## config.mk

```make
export PLATFORM = sky130hd
export DESIGN_NAME = addsub_stream
export DESIGN_NICKNAME = d
export VERILOG_FILES = /design/src/rtl/addsub_stream_pkg.sv /design/src/rtl/addsub_stream_lane.sv /design/src/rtl/addsub_stream.sv
export SDC_FILE = /design/constraint.sdc
export NUM_CORES = 1
export LEC_CHECK = 0
export BUFFER_PORTS_ARGS = -buffer_cell sky130_fd_sc_hd__buf_4
export CAP_MARGIN = 5
export CORE_AREA = 5 5 223 225
export CTS_CLUSTER_DIAMETER = 120
export CTS_CLUSTER_SIZE = 30
export DETAILED_ROUTE_END_ITERATION = 10
export DIE_AREA = 0 0 228 230
export PLACE_DENSITY = 0.55
export SLEW_MARGIN = 15
export SYNTH_ARGS = -nofsm -noshare
export SYNTH_HDL_FRONTEND = slang
export SYNTH_SLANG_ARGS = --single-unit
```

## constraint.sdc

```tcl
create_clock -name ce_clk -period 12.23 [get_ports ce_clk]
set_input_delay 0.6115 -clock ce_clk [delete_from_list [all_inputs] [get_ports ce_clk]]
set_output_delay 0.6115 -clock ce_clk [all_outputs]
set_load 0.05 [all_outputs]
```

## src/rtl/addsub_stream_pkg.sv

```systemverilog
// Shared types and constants for the addsub_stream block: join-state encoding,
// mode-word bit positions and the default setting-register address.
package addsub_stream_pkg;

   typedef enum logic [1:0] {
      ST_RUN     = 2'd0,
      ST_DRAIN_A = 2'd1,
      ST_DRAIN_B = 2'd2
   } state_e;

   localparam int MODE_SAT  = 0;
   localparam int MODE_HALF = 1;
   localparam int MODE_SWAP = 2;
   localparam int MODE_W    = 3;

   localparam int SR_MODE_DEFAULT = 128;

endpackage

```

## src/rtl/addsub_stream_lane.sv

```systemverilog
// Single signed component add/subtract with optional halving (floor) or
// saturation to WIDTH bits; wraps when neither is selected.
module addsub_lane #(
   parameter int WIDTH = 16
) (
   input  logic signed [WIDTH-1:0] x_i,
   input  logic signed [WIDTH-1:0] y_i,
   input  logic                    sub_i,
   input  logic                    half_i,
   input  logic                    sat_i,
   output logic signed [WIDTH-1:0] res_o
);

   localparam logic signed [WIDTH:0] MAX_V = {2'b00, {(WIDTH-1){1'b1}}};
   localparam logic signed [WIDTH:0] MIN_V = {2'b11, {(WIDTH-1){1'b0}}};

   function automatic logic signed [WIDTH-1:0] sat_f(input logic signed [WIDTH:0] v);
      if (v > MAX_V)      return MAX_V[WIDTH-1:0];
      else if (v < MIN_V) return MIN_V[WIDTH-1:0];
      else                return v[WIDTH-1:0];
   endfunction

   // A WIDTH+1 bit result halved always fits back in WIDTH bits.
   function automatic logic signed [WIDTH-1:0] half_f(input logic signed [WIDTH:0] v);
      logic signed [WIDTH:0] sh;
      sh = v >>> 1;
      return sh[WIDTH-1:0];
   endfunction

   logic signed [WIDTH:0] x_ext;
   logic signed [WIDTH:0] y_ext;
   logic signed [WIDTH:0] full;

   assign x_ext = {x_i[WIDTH-1], x_i};
   assign y_ext = {y_i[WIDTH-1], y_i};

   always_comb begin
      full = sub_i ? (x_ext - y_ext) : (x_ext + y_ext);
      if (half_i)     res_o = half_f(full);
      else if (sat_i) res_o = sat_f(full);
      else            res_o = full[WIDTH-1:0];
   end

endmodule

```

## src/rtl/addsub_stream.sv

```systemverilog
// Joins two complex sample streams beat-for-beat and emits A+B and A-B on two
// independently back-pressured outputs, realigning packets of unequal length.
module addsub_stream
   import addsub_stream_pkg::*;
#(
   parameter int WIDTH     = 16,
   parameter int SR_MODE   = SR_MODE_DEFAULT,
   parameter int CNT_WIDTH = 16
) (
   input  logic                   ce_clk,
   input  logic                   ce_rst,
   input  logic                   set_stb,
   input  logic [7:0]             set_addr,
   input  logic [31:0]            set_data,
   input  logic [2*WIDTH-1:0]     a_tdata,
   input  logic [127:0]           a_tuser,
   input  logic                   a_tlast,
   input  logic                   a_tvalid,
   output logic                   a_tready,
   input  logic [2*WIDTH-1:0]     b_tdata,
   input  logic                   b_tlast,
   input  logic                   b_tvalid,
   output logic                   b_tready,
   output logic [2*WIDTH-1:0]     sum_tdata,
   output logic [127:0]           sum_tuser,
   output logic                   sum_tlast,
   output logic                   sum_tvalid,
   input  logic                   sum_tready,
   output logic [2*WIDTH-1:0]     diff_tdata,
   output logic [127:0]           diff_tuser,
   output logic                   diff_tlast,
   output logic                   diff_tvalid,
   input  logic                   diff_tready,
   output logic [CNT_WIDTH-1:0]   mismatch_cnt
);

   localparam int         DW      = 2*WIDTH;
   localparam logic [7:0] SR_ADDR = 8'(SR_MODE);

   state_e                state_q, state_d;
   logic [MODE_W-1:0]     mode_cfg_q, mode_cfg_d;
   logic [MODE_W-1:0]     mode_act_q, mode_act_d;
   logic [MODE_W-1:0]     mode_use;
   logic                  first_q, first_d;
   logic [CNT_WIDTH-1:0]  cnt_q, cnt_d;
   logic                  sum_vld_q, sum_vld_d;
   logic                  diff_vld_q, diff_vld_d;
   logic [DW-1:0]         sum_data_q, diff_data_q;
   logic [127:0]          user_q;
   logic                  last_q;

   logic                  sum_free, diff_free, outs_free, join_w, out_last;

   logic signed [WIDTH-1:0] a_i, a_q, b_i, b_q;
   logic signed [WIDTH-1:0] dx_i, dx_q, dy_i, dy_q;
   logic signed [WIDTH-1:0] sum_i_r, sum_q_r, diff_i_r, diff_q_r;

   assign sum_free  = !sum_vld_q  || sum_tready;
   assign diff_free = !diff_vld_q || diff_tready;
   assign outs_free = sum_free && diff_free;
   assign join_w    = !ce_rst && (state_q == ST_RUN) && a_tvalid && b_tvalid && outs_free;
   assign out_last  = a_tlast || b_tlast;

   // The first beat of a packet uses the freshly configured mode; later beats
   // reuse the mode latched on that first beat.
   assign mode_use = first_q ? mode_cfg_q : mode_act_q;

   assign a_i = a_tdata[DW-1:WIDTH];
   assign a_q = a_tdata[WIDTH-1:0];
   assign b_i = b_tdata[DW-1:WIDTH];
   assign b_q = b_tdata[WIDTH-1:0];

   assign dx_i = mode_use[MODE_SWAP] ? b_i : a_i;
   assign dy_i = mode_use[MODE_SWAP] ? a_i : b_i;
   assign dx_q = mode_use[MODE_SWAP] ? b_q : a_q;
   assign dy_q = mode_use[MODE_SWAP] ? a_q : b_q;

   addsub_lane #(.WIDTH(WIDTH)) u_sum_i (
      .x_i(a_i), .y_i(b_i), .sub_i(1'b0),
      .half_i(mode_use[MODE_HALF]), .sat_i(mode_use[MODE_SAT]), .res_o(sum_i_r));
   addsub_lane #(.WIDTH(WIDTH)) u_sum_q (
      .x_i(a_q), .y_i(b_q), .sub_i(1'b0),
      .half_i(mode_use[MODE_HALF]), .sat_i(mode_use[MODE_SAT]), .res_o(sum_q_r));
   addsub_lane #(.WIDTH(WIDTH)) u_diff_i (
      .x_i(dx_i), .y_i(dy_i), .sub_i(1'b1),
      .half_i(mode_use[MODE_HALF]), .sat_i(mode_use[MODE_SAT]), .res_o(diff_i_r));
   addsub_lane #(.WIDTH(WIDTH)) u_diff_q (
      .x_i(dx_q), .y_i(dy_q), .sub_i(1'b1),
      .half_i(mode_use[MODE_HALF]), .sat_i(mode_use[MODE_SAT]), .res_o(diff_q_r));

   always_comb begin
      a_tready = 1'b0;
      b_tready = 1'b0;
      if (!ce_rst) begin
         case (state_q)
            ST_RUN: begin
               a_tready = b_tvalid && outs_free;
               b_tready = a_tvalid && outs_free;
            end
            ST_DRAIN_A: a_tready = 1'b1;
            ST_DRAIN_B: b_tready = 1'b1;
            default: ;
         endcase
      end
   end

   always_comb begin
      state_d    = state_q;
      mode_cfg_d = mode_cfg_q;
      mode_act_d = mode_act_q;
      first_d    = first_q;
      cnt_d      = cnt_q;
      sum_vld_d  = sum_vld_q  && !sum_tready;
      diff_vld_d = diff_vld_q && !diff_tready;

      if (set_stb && (set_addr == SR_ADDR))
         mode_cfg_d = set_data[MODE_W-1:0];

      case (state_q)
         ST_RUN: begin
            if (join_w) begin
               sum_vld_d  = 1'b1;
               diff_vld_d = 1'b1;
               first_d    = out_last;
               if (first_q)
                  mode_act_d = mode_cfg_q;
               if (a_tlast != b_tlast) begin
                  state_d = a_tlast ? ST_DRAIN_B : ST_DRAIN_A;
                  if (cnt_q != {CNT_WIDTH{1'b1}})
                     cnt_d = cnt_q + 1'b1;
               end
            end
         end
         ST_DRAIN_A: if (a_tvalid && a_tlast) state_d = ST_RUN;
         ST_DRAIN_B: if (b_tvalid && b_tlast) state_d = ST_RUN;
         default:    state_d = ST_RUN;
      endcase
   end

   // Control registers
   always_ff @(posedge ce_clk) begin
      if (ce_rst) begin
         state_q    <= ST_RUN;
         mode_cfg_q <= '0;
         mode_act_q <= '0;
         first_q    <= 1'b1;
         cnt_q      <= '0;
         sum_vld_q  <= 1'b0;
         diff_vld_q <= 1'b0;
      end else begin
         state_q    <= state_d;
         mode_cfg_q <= mode_cfg_d;
         mode_act_q <= mode_act_d;
         first_q    <= first_d;
         cnt_q      <= cnt_d;
         sum_vld_q  <= sum_vld_d;
         diff_vld_q <= diff_vld_d;
      end
   end

   // Output data registers: both outputs load together on a join
   always_ff @(posedge ce_clk) begin
      if (join_w) begin
         sum_data_q  <= {sum_i_r, sum_q_r};
         diff_data_q <= {diff_i_r, diff_q_r};
         user_q      <= a_tuser;
         last_q      <= out_last;
      end
   end

   assign sum_tdata    = sum_data_q;
   assign sum_tuser    = user_q;
   assign sum_tlast    = last_q;
   assign sum_tvalid   = sum_vld_q && !ce_rst;
   assign diff_tdata   = diff_data_q;
   assign diff_tuser   = user_q;
   assign diff_tlast   = last_q;
   assign diff_tvalid  = diff_vld_q && !ce_rst;
   assign mismatch_cnt = ce_rst ? '0 : cnt_q;

endmodule

```

# After elaboration in Yosys (flattened, before gate mapping)
# Cells that the tools add are included.
# word_totals
ff_bits,220
input_bits,241
out_inout_bits,342
# op_classes
addsub,5
magnitude_cmp,8
n_eq_ne,9
muxes,36
reduce_logical,26
# op_table
operator,count
16-bit two-way mux,21
17-bit by 16-bit > comparator with 1-bit output (second input constant),4
17-bit by 16-bit < comparator with 1-bit output (second input constant),4
16-bit by 16-bit adder with 17-bit output,2
16-bit by 16-bit subtractor with 17-bit output,2
16-bit by 1-bit adder with 16-bit output (second input constant),1
16-bit != test (second input constant),1
1-bit logical AND,14
2-bit two-way mux,5
8-bit == test (second input constant),1
4-bit AND reduction,2
1-bit two-way mux,6
2-bit != test (second input constant),3
2-bit case mux with 3 select lines,1
1-bit zero test,5
1-bit case mux with 2 select lines,2
1-bit logical OR,3
3-bit two-way mux,1
2-bit by 1-bit == test with 1-bit output (second input constant),1
2-bit == test (second input constant),1
2-bit zero test,1
2-bit by 1-bit != test with 1-bit output (second input constant),1
2-bit AND reduction,1
1-bit != test,1

# Depth between registers and ports, before layout
# Gate-level depths: netlist of the first run.
# depth
word_depth,8
depth_mapped,17
ltp_nobuf,11

# By module
# A second synthesis of the first run with hierarchy kept.
# unflattened
cells_unflattened,1487
hier_area_um2,15357.2
# by_module_without_submodules
mod,n_inst,cells_each,area_each_um2,seq_area_each_um2
addsub_stream,1,568,9022.4,6336.1
addsub_lane (u_diff_i ...),3,236,1607.8,0.0
addsub_lane (u_diff_q),1,211,1511.4,0.0

# Worst setup path after synthesis of the first run
# Ideal clock, no wire load.
# synth_timing
path_kind,input to register
from,in ce_rst
to,reg cnt_q[15]
setup_ns,0.128
arrival_ns,6.369
required_ns,12.102
slack_ns,5.733
cell_stages,9
path_buffers,0
path_cell_list,nor4b_1 -> nand3_1 -> inv_1 -> o311a_1 -> and4_1 -> and3_1 -> nand3_1 -> xor2_1 -> nor2_1
# synth_via
elab_chain_len,6
# synth_lines
item,line_no,text
start: declaration,addsub_stream.sv:11,"input logic ce_rst,"
1-bit zero test,addsub_stream.sv:61,assign join_w = !ce_rst && (state_q == ST_RUN) && a_tvalid && b_tvalid && outs_free;
1-bit logical AND (4 in a row),addsub_stream.sv:61,
via join_w,addsub_stream.sv:52,"logic sum_free, diff_free, outs_free, join_w, out_last;"
4-bit AND reduction (no line),n/a,
end signal: assignment,addsub_stream.sv:155,cnt_q <= cnt_d;
end: declaration,addsub_stream.sv:45,"logic [CNT_WIDTH-1:0] cnt_q, cnt_d;"
# The timed path passes the listed nets, and every way through them passes these cells.
# A chain may end at the register's enable or synchronous reset.

# Final worst setup path of the first run
# layout_timing
from,reg first_q
to,reg diff_data_q[2] (netlist: diff_tdata[2]) (data pin)
# layout_via
elab_chain_len,8
elab_cells_between_ends,10
cone_classes,add/sub (1); order compare (2); mux (7)
# layout_lines
item,line_no,text
start: declaration,addsub_stream.sv:44,"logic first_q, first_d;"
start signal: assignment,addsub_stream.sv:154,first_q <= first_d;
3-bit two-way mux (*),n/a,
16-bit two-way mux (on tied branches),"addsub_stream.sv:75, addsub_stream.sv:76",
16-bit by 16-bit subtractor with 17-bit output,addsub_stream_lane.sv:38,full = sub_i ? (x_ext - y_ext) : (x_ext + y_ext);
17-bit by 16-bit < comparator with 1-bit output,addsub_stream_lane.sv:19,else if (v < MIN_V) return MIN_V[WIDTH-1:0];
16-bit two-way mux,addsub_stream_lane.sv:19,
16-bit two-way mux,addsub_stream_lane.sv:18,if (v > MAX_V) return MAX_V[WIDTH-1:0];
16-bit two-way mux,addsub_stream_lane.sv:40,else if (sat_i) res_o = sat_f(full);
16-bit two-way mux (*),addsub_stream_lane.sv:39,if (half_i) res_o = half_f(full);
via diff_q_r[2],addsub_stream.sv:56,"logic signed [WIDTH-1:0] sum_i_r, sum_q_r, diff_i_r, diff_q_r;"
end signal: assignment,addsub_stream.sv:165,"diff_data_q <= {diff_i_r, diff_q_r};"
end: declaration,addsub_stream.sv:48,"logic [DW-1:0] sum_data_q, diff_data_q;"
# Mark *: on every way through the listed nets, which the timed path passes. The rest lies on a longest branch.

==> metrics.cfg, run 1 <==
[status]
run_status = finished clean

[critical_path]
cp-end-kind = register
required_ns = 12.40
crit_fanout = 13
path_class = register to register
rr_startpoint = first_q$_SDFFE_PP1P_
critPathLaunchType = register
crit_start = first_q$_SDFFE_PP1P_
crit_arrival_ns = 5.09

[placed_design]
dp_cells = 2107
io_buffers = 553
place_congestion = 0.945
placed_cell_area_um2 = 16200
hpwlAfterDp_um = 41300

[global_routing]
track_usage = 0.179
use_met1 = 0.223
grt_max_degree = 78
grt-busiest-layer = met2
overflow = 0
grt_pass1_wl_um = 71200
grt_pass1_vias = 9875
use_met2 = 0.309
antenna_found_initial = 3
grt_use_met3 = 0.0535

[sta]
fin_crit_sh = 0.403
slew_violations = 0
fmax_ghz = 0.203
relSlewSlack = 0.317
hold_viol = 0
clock-skew-final_ns = 0.0307
setup_viol = 0
final.setup.tns_ns = 0
period_needed_ns = 4.92
worst_slew_pin_slew_ns = 1.00
rsz0062_at_grt = false

[clock_tree]
cts_setup_buffers = 0
h-tree-depth = 1
cts.reportedPaths.clkPinSlew_ns = 0.12
cts_resized = 0
clockBufferDepth = 3
clock_latency_ns = 0.52
hold_buffers = 0
numCtsBuffers = 13
cts_root_buf = clkbuf_16
cts_tree = yes
numClockSinks = 220

[yosys]
synth_commonest_cells = 193 x edfxtp_1, 132 x buf_4, 77 x nor2_1
synthTopCellsByArea = edfxtp_1 47%, buf_4 8.0%, dfxtp_1 4.4%, ha_1 3.6%, nor2b_1 3.1%
synthDominantCellAreaShare = 0.469
yosys.area.top_type = edfxtp_1
syn_inst = 1118
synth-seq-area-share = 0.512
synth.distinct_cells = 67
synth_most_common_cell = edfxtp_1
synthesis.nets = 1397
synth_edf_count = 193
ys_ff_latch = 220
synth_flop_cell = edfxtp_1
asyncSetResetFlopFracSynth = 0
synth_warnings = 0
synth.cell_area_um2 = 12400
avgSynthCellArea_um2 = 11.1

[floorplan]
num_rows = 80
die_w_um = 228
pin_count = 583
die_h_um = 230
dieArea_um2 = 52400
core_um2 = 47300
initial_core_util = 0.261

[detailed_routing]
viasPerCell = 4.78
drtIter0Drc = 787
first_pass_iters = 5
wl_um = 50700
vias = 10200
wire_per_inst_um = 23.8
antenna_left = 0
route.detailed.drc = 0

[layout]
utilization = 0.351
area_delta_synth_final_pct = 34.2
design_area_um2 = 16600
layoutNonFillerInstCount = 2128
final.fill_count = 4748
drive_above_1_share = 0.398
nNetsFinal = 1786

[power_and_ir_drop]
p_per_area_nw_per_um2 = 115
finalPower_mw = 1.91
p_leak_nw = 6.74
peakVddDrop_mv = 0.0752

[min_path]
hp-class = input pin to register
hold_start = a_tuser[102]

[run]
cap_violations = 0

## power by group
part / switching, mW / internal [mW]
sequential: 0.0154 / 0.857
combinational: 0.324 / 0.186
clock: 0.295 / 0.234
total: 0.634 / 1.28
## routing by layer
layer	share of wire	up-vias
met5	0	-
met4	0.023	0
met3	0.078	37
met2	0.49	433
met1	0.41	4976
li1	-	4724
## flip-flops by register name (all words and copies together) (netlist names)
| signal | cells |
|---|---|
| cnt_q | 16 |
| diff_tlast | 1 |
| diff_vld_q | 1 |
| state_q | 2 |
| diff_tdata | 32 |
| mode_cfg_q | 3 |
| sum_tdata | 32 |
| sum_vld_q | 1 |
| diff_tuser | 128 |
| first_q | 1 |
| mode_act_q | 3 |
## per-stage QoR
stage	worst slack, ns	hold WS, ns
floorplan	5.73	0.448
global placement	7.45	0.473
detailed placement	7.35	0.477
CTS	7.30	0.223
global route	7.05	0.231
finish	7.31	0.265
## layout make-up
cell class	count	area, um2	share of cell area
Clock inverter	6	121	0.00731
Inverter	27	109	0.00656
Multi-Input combinational cell	687	4750	0.286
Clock buffer	13	325	0.0196
Timing Repair Buffer	558	4190	0.252
Antenna cell	2	5.00	0.000301
Tap cell	615	769	0.0463
Sequential cell	220	6340	0.382
## placed cells by master, fill, tap and decap left out, types with 4 or more instances in the layout
cell	Yosys	final
o211ai_1	5	5
or3_1	4	4
a21oi_1	74	74
o22ai_1	7	7
nor3b_1	8	8
ha_1	36	36
mux2_2	5	5
xnor2_1	39	39
a31oi_1	7	6
nand4_1	5	5
o21bai_1	8	8
o21ai_0	37	37
inv_1	27	26
mux2i_1	30	28
a221oi_1	12	12
nor4_1	6	6
or2_2	4	4
nand2_1	47	47
dfxtp_1	27	27
nor2_1	77	77
nor3_1	19	19
xor2_1	31	31
nor2b_1	62	62
o31ai_1	11	11
nand3b_1	5	5
a211oi_1	4	4
o2111ai_1	5	5
nand3_1	18	18
a221o_1	14	14
o221ai_1	16	16
nand2b_1	21	21
edfxtp_1	193	193
and3_1	8	8
o21a_1	10	10
buf_4	132	558
clkbuf_16	0	13
a21o_1	10	10
## final timing paths
path | endpoint | slack [ns] | depth (start not counted)
setup / recovery | diff_tdata[2]$_DFFE_PP_ | 7.31 | 10
hold / removal | diff_tuser[102]$_DFFE_PP_ | 0.27 | 1
setup reg to reg | diff_tdata[2]$_DFFE_PP_ | 7.31 | 10
hold reg to reg | mode_act_q[2]$_SDFFE_PP0P_ | 0.50 | 2
## critical path, cell delays in order, from the launching register on
cell	delay, ns
dfxtp_1	0.60
mux2i_2	0.61
buf_4	0.31
mux2_2	0.37
a211oi_1	0.34
a21oi_1	0.19
o41ai_1	0.63
a21oi_1	0.16
xnor2_1	0.25
o21ai_1	0.77
o221ai_1	0.33
## logic make-up (layout without fill, tap and decap cells)
family          after synthesis  in the layout  synth area share
buf+inv                     211            604             0.106
mux                          37             37            0.0313
other cells                   0              2                 0
simple gates                295            295             0.124
compound gates              246            246             0.137
fa+ha+maj                    38             38            0.0397
xor+xnor                     71             71            0.0509
flops                       220            220             0.512
(Power assumes the default switching activity.)
==> run 2: changes to the inputs <==
Settings changed: ABC_AREA set to 1, CORE_AREA 5 5 223 225 to 5 5 221 223, DIE_AREA 0 0 228 230 to 0 0 226 228, PLACE_DENSITY 0.55 to 0.59.
Clock period 12.23 ns to 4 ns, I/O delays scaled along.
==> metrics.cfg, run 2 <==
[status]
run_status = finished clean

[layout]
nNetsFinal = 2303
layout_common_cells = 562 x buf_4, 337 x nand2_1, 193 x edfxtp_1
area_delta_synth_final_pct = 43.5
largest_register_ffs = 128
utilization = 0.400
drive_above_1_share = 0.322
final_common_cell = buf_4
layoutNonFillerInstCount = 2638

[placed_design]
place_congestion = 0.939
dp_cells = 2482
io_buffers = 553
hpwlAfterDp_um = 46100

[critical_path]
critPathLaunchType = register
cpMaxStageDelayCell = dfxtp_1
cp_common_cell = nand2_1
path_class = register to register
path_cells = inv_2 > nand2_2 > buf_4 > nand4_1 > nand2_1 > inv_1 > ha_1 > inv_1 > nand3_1 > nand2_1 > nand2_1 > nand2_1 > nand2_2 > nand2_1 > nand3_1 > nand3_2 > nor2_4 > nor2_4 > a21oi_1
cpPeakStageDelay_ns = 0.51
crit_arrival_ns = 3.48
crit_fanout = 15
cp-end-kind = register
required_ns = 4.25
crit_family = simple AND/OR/NAND/NOR gates
critPathBufInv = 4

[floorplan]
pin_count = 583
num_rows = 79
initial_core_util = 0.279
die_w_um = 226
dieArea_um2 = 51500
core_um2 = 46400
die_h_um = 228

[yosys]
asyncSetResetFlopFracSynth = 0
synth.cell_area_um2 = 12900
synthDominantCellAreaShare = 0.448
synth_most_common_cell = nand2_1
synth_edf_count = 193
synth_flop_cell = edfxtp_1
avgSynthCellArea_um2 = 8.71
synth-seq-area-share = 0.490
synth.distinct_cells = 40
synth_warnings = 0
yosys.area.top_type = edfxtp_1
synthTopCellsByArea = edfxtp_1 45%, nand2_1 9.8%, buf_4 7.9%, inv_1 4.6%, nor2_1 4.4%
ys_ff_latch = 220
synth_commonest_cells = 338 x nand2_1, 193 x edfxtp_1, 157 x inv_1
syn_inst = 1486
synthesis.nets = 1765

[clock_tree]
cts_tree = yes
clockBufferDepth = 3
numClockSinks = 220
hold_buffers = 134
numCtsBuffers = 13
cts_root_buf = clkbuf_16
cts_resized = 0
cts.reportedPaths.clkPinSlew_ns = 0.12
h-tree-depth = 1
clock_latency_ns = 0.54
cts_setup_buffers = 0

[detailed_routing]
viasPerCell = 4.63
wl_um = 57200
vias = 12200
drtIter0Drc = 839
antenna_left = 0
route.detailed.drc = 0
first_pass_iters = 5
wire_per_inst_um = 21.7

[global_routing]
track_usage = 0.209
overflow = 0
grt_pass1_wl_um = 80900
antenna_found_initial = 6
grt_max_degree = 116
grt_pass1_vias = 12200

[sta]
slew_violations = 0
period_needed_ns = 3.23
relSlewSlack = 0.510
hold_viol = 0
worst_slew_pin_slew_ns = 0.736
setup_viol = 0
clock-skew-final_ns = 0.0428
fin_crit_sh = 0.807
fmax_ghz = 0.310
rsz0062_at_grt = false

[power_and_ir_drop]
p_per_area_nw_per_um2 = 390
finalPower_mw = 7.24
peakVddDrop_mv = 0.383
p_leak_nw = 8.56

[min_path]
hp-class = input pin to register

[run]
cap_violations = 0

-- run 2: cell types whose count changed after synthesis, sizes merged, moves of 16 or more --
| cell | before | now |
|---|---|---|
| nand2 | 47 | 351 |
| inv | 27 | 162 |
| nor2 | 77 | 157 |
| a21oi | 74 | 136 |
| nand3 | 18 | 80 |
| nor2b | 62 | 0 |
| xnor2 | 39 | 0 |
| mux2i | 30 | 0 |
| clkbuf | 45 | 22 |
| nand2b | 21 | 0 |
| o221ai | 16 | 0 |
| xor2 | 32 | 48 |
-- run 2: cell families (layout without fill, tap and decap cells) --
| logic type | count (synthesis) | after routing | share of synthesized area |
|---|---|---|---|
| AND/OR/NAND/NOR | 642 | 642 | 0.210 |
| flip-flops | 220 | 220 | 0.490 |
| AO/OA/AOI/OAI | 202 | 202 | 0.0889 |
| adder cells (fa/ha/maj) | 38 | 38 | 0.0379 |
| buffers and inverters | 336 | 878 | 0.141 |
| other | 0 | 3 | 0 |
| XOR/XNOR | 48 | 48 | 0.0325 |
-- run 2: worst paths after layout --
check	startpoint	to	slack, ns	depth (start not counted)
worst min register to register	cnt_q[15]$_SDFFE_PP0P_	cnt_q[15]$_SDFFE_PP0P_	0.50	2
worst min-delay path	ce_rst	cnt_q[15]$_SDFFE_PP0P_	0.06	2
worst max register to register	first_q$_SDFFE_PP1P_	diff_tdata[17]$_DFFE_PP_	0.77	19
worst max-delay path	first_q$_SDFFE_PP1P_	diff_tdata[17]$_DFFE_PP_	0.77	19
-- run 2: power by group --
group / switching, mW / internal [mW] / leakage, nW
Clock: 0.902 / 0.655 / 0.206
Sequential: 0.126 / 2.77 / 1.98
Combinational: 1.89 / 0.900 / 6.37
Total: 2.91 / 4.32 / 8.56
-- run 2: routing by layer --
| layer | global-route usage | wire length, um |
|---|---|---|
| met3 | 0.0592 | 5080 |
| met1 | 0.260 | 23300 |
| met4 | 0.0872 | 2800 |
| met5 | 0 | 44 |
| met2 | 0.340 | 26000 |
-- run 2: cell type report --
cell class / instances / area (um2)
Fill cell: 4575 / 27800
Clock inverter: 6 / 93.8
Clock buffer: 13 / 325
Tap cell: 607 / 759
Sequential cell: 220 / 6340
Antenna cell: 3 / 7.51
Inverter: 162 / 611
Multi-Input combinational cell: 930 / 4850
Timing Repair Buffer: 697 / 5580
-- run 2: per-stage QoR --
stage	cell area [um2]	setup TNS [ns]	hold slack, ns	setup WS [ns]
2_1_floorplan	13000	-14.49	0.299	-0.970
3_3_place_gp	16800	0	0.379	0.844
3_5_place_dp	16800	0	0.379	0.768
4_1_cts	18600	0	0.0280	0.738
5_1_grt	18600	0	0.0620	0.458
6_report	18600	0	0.0632	0.770
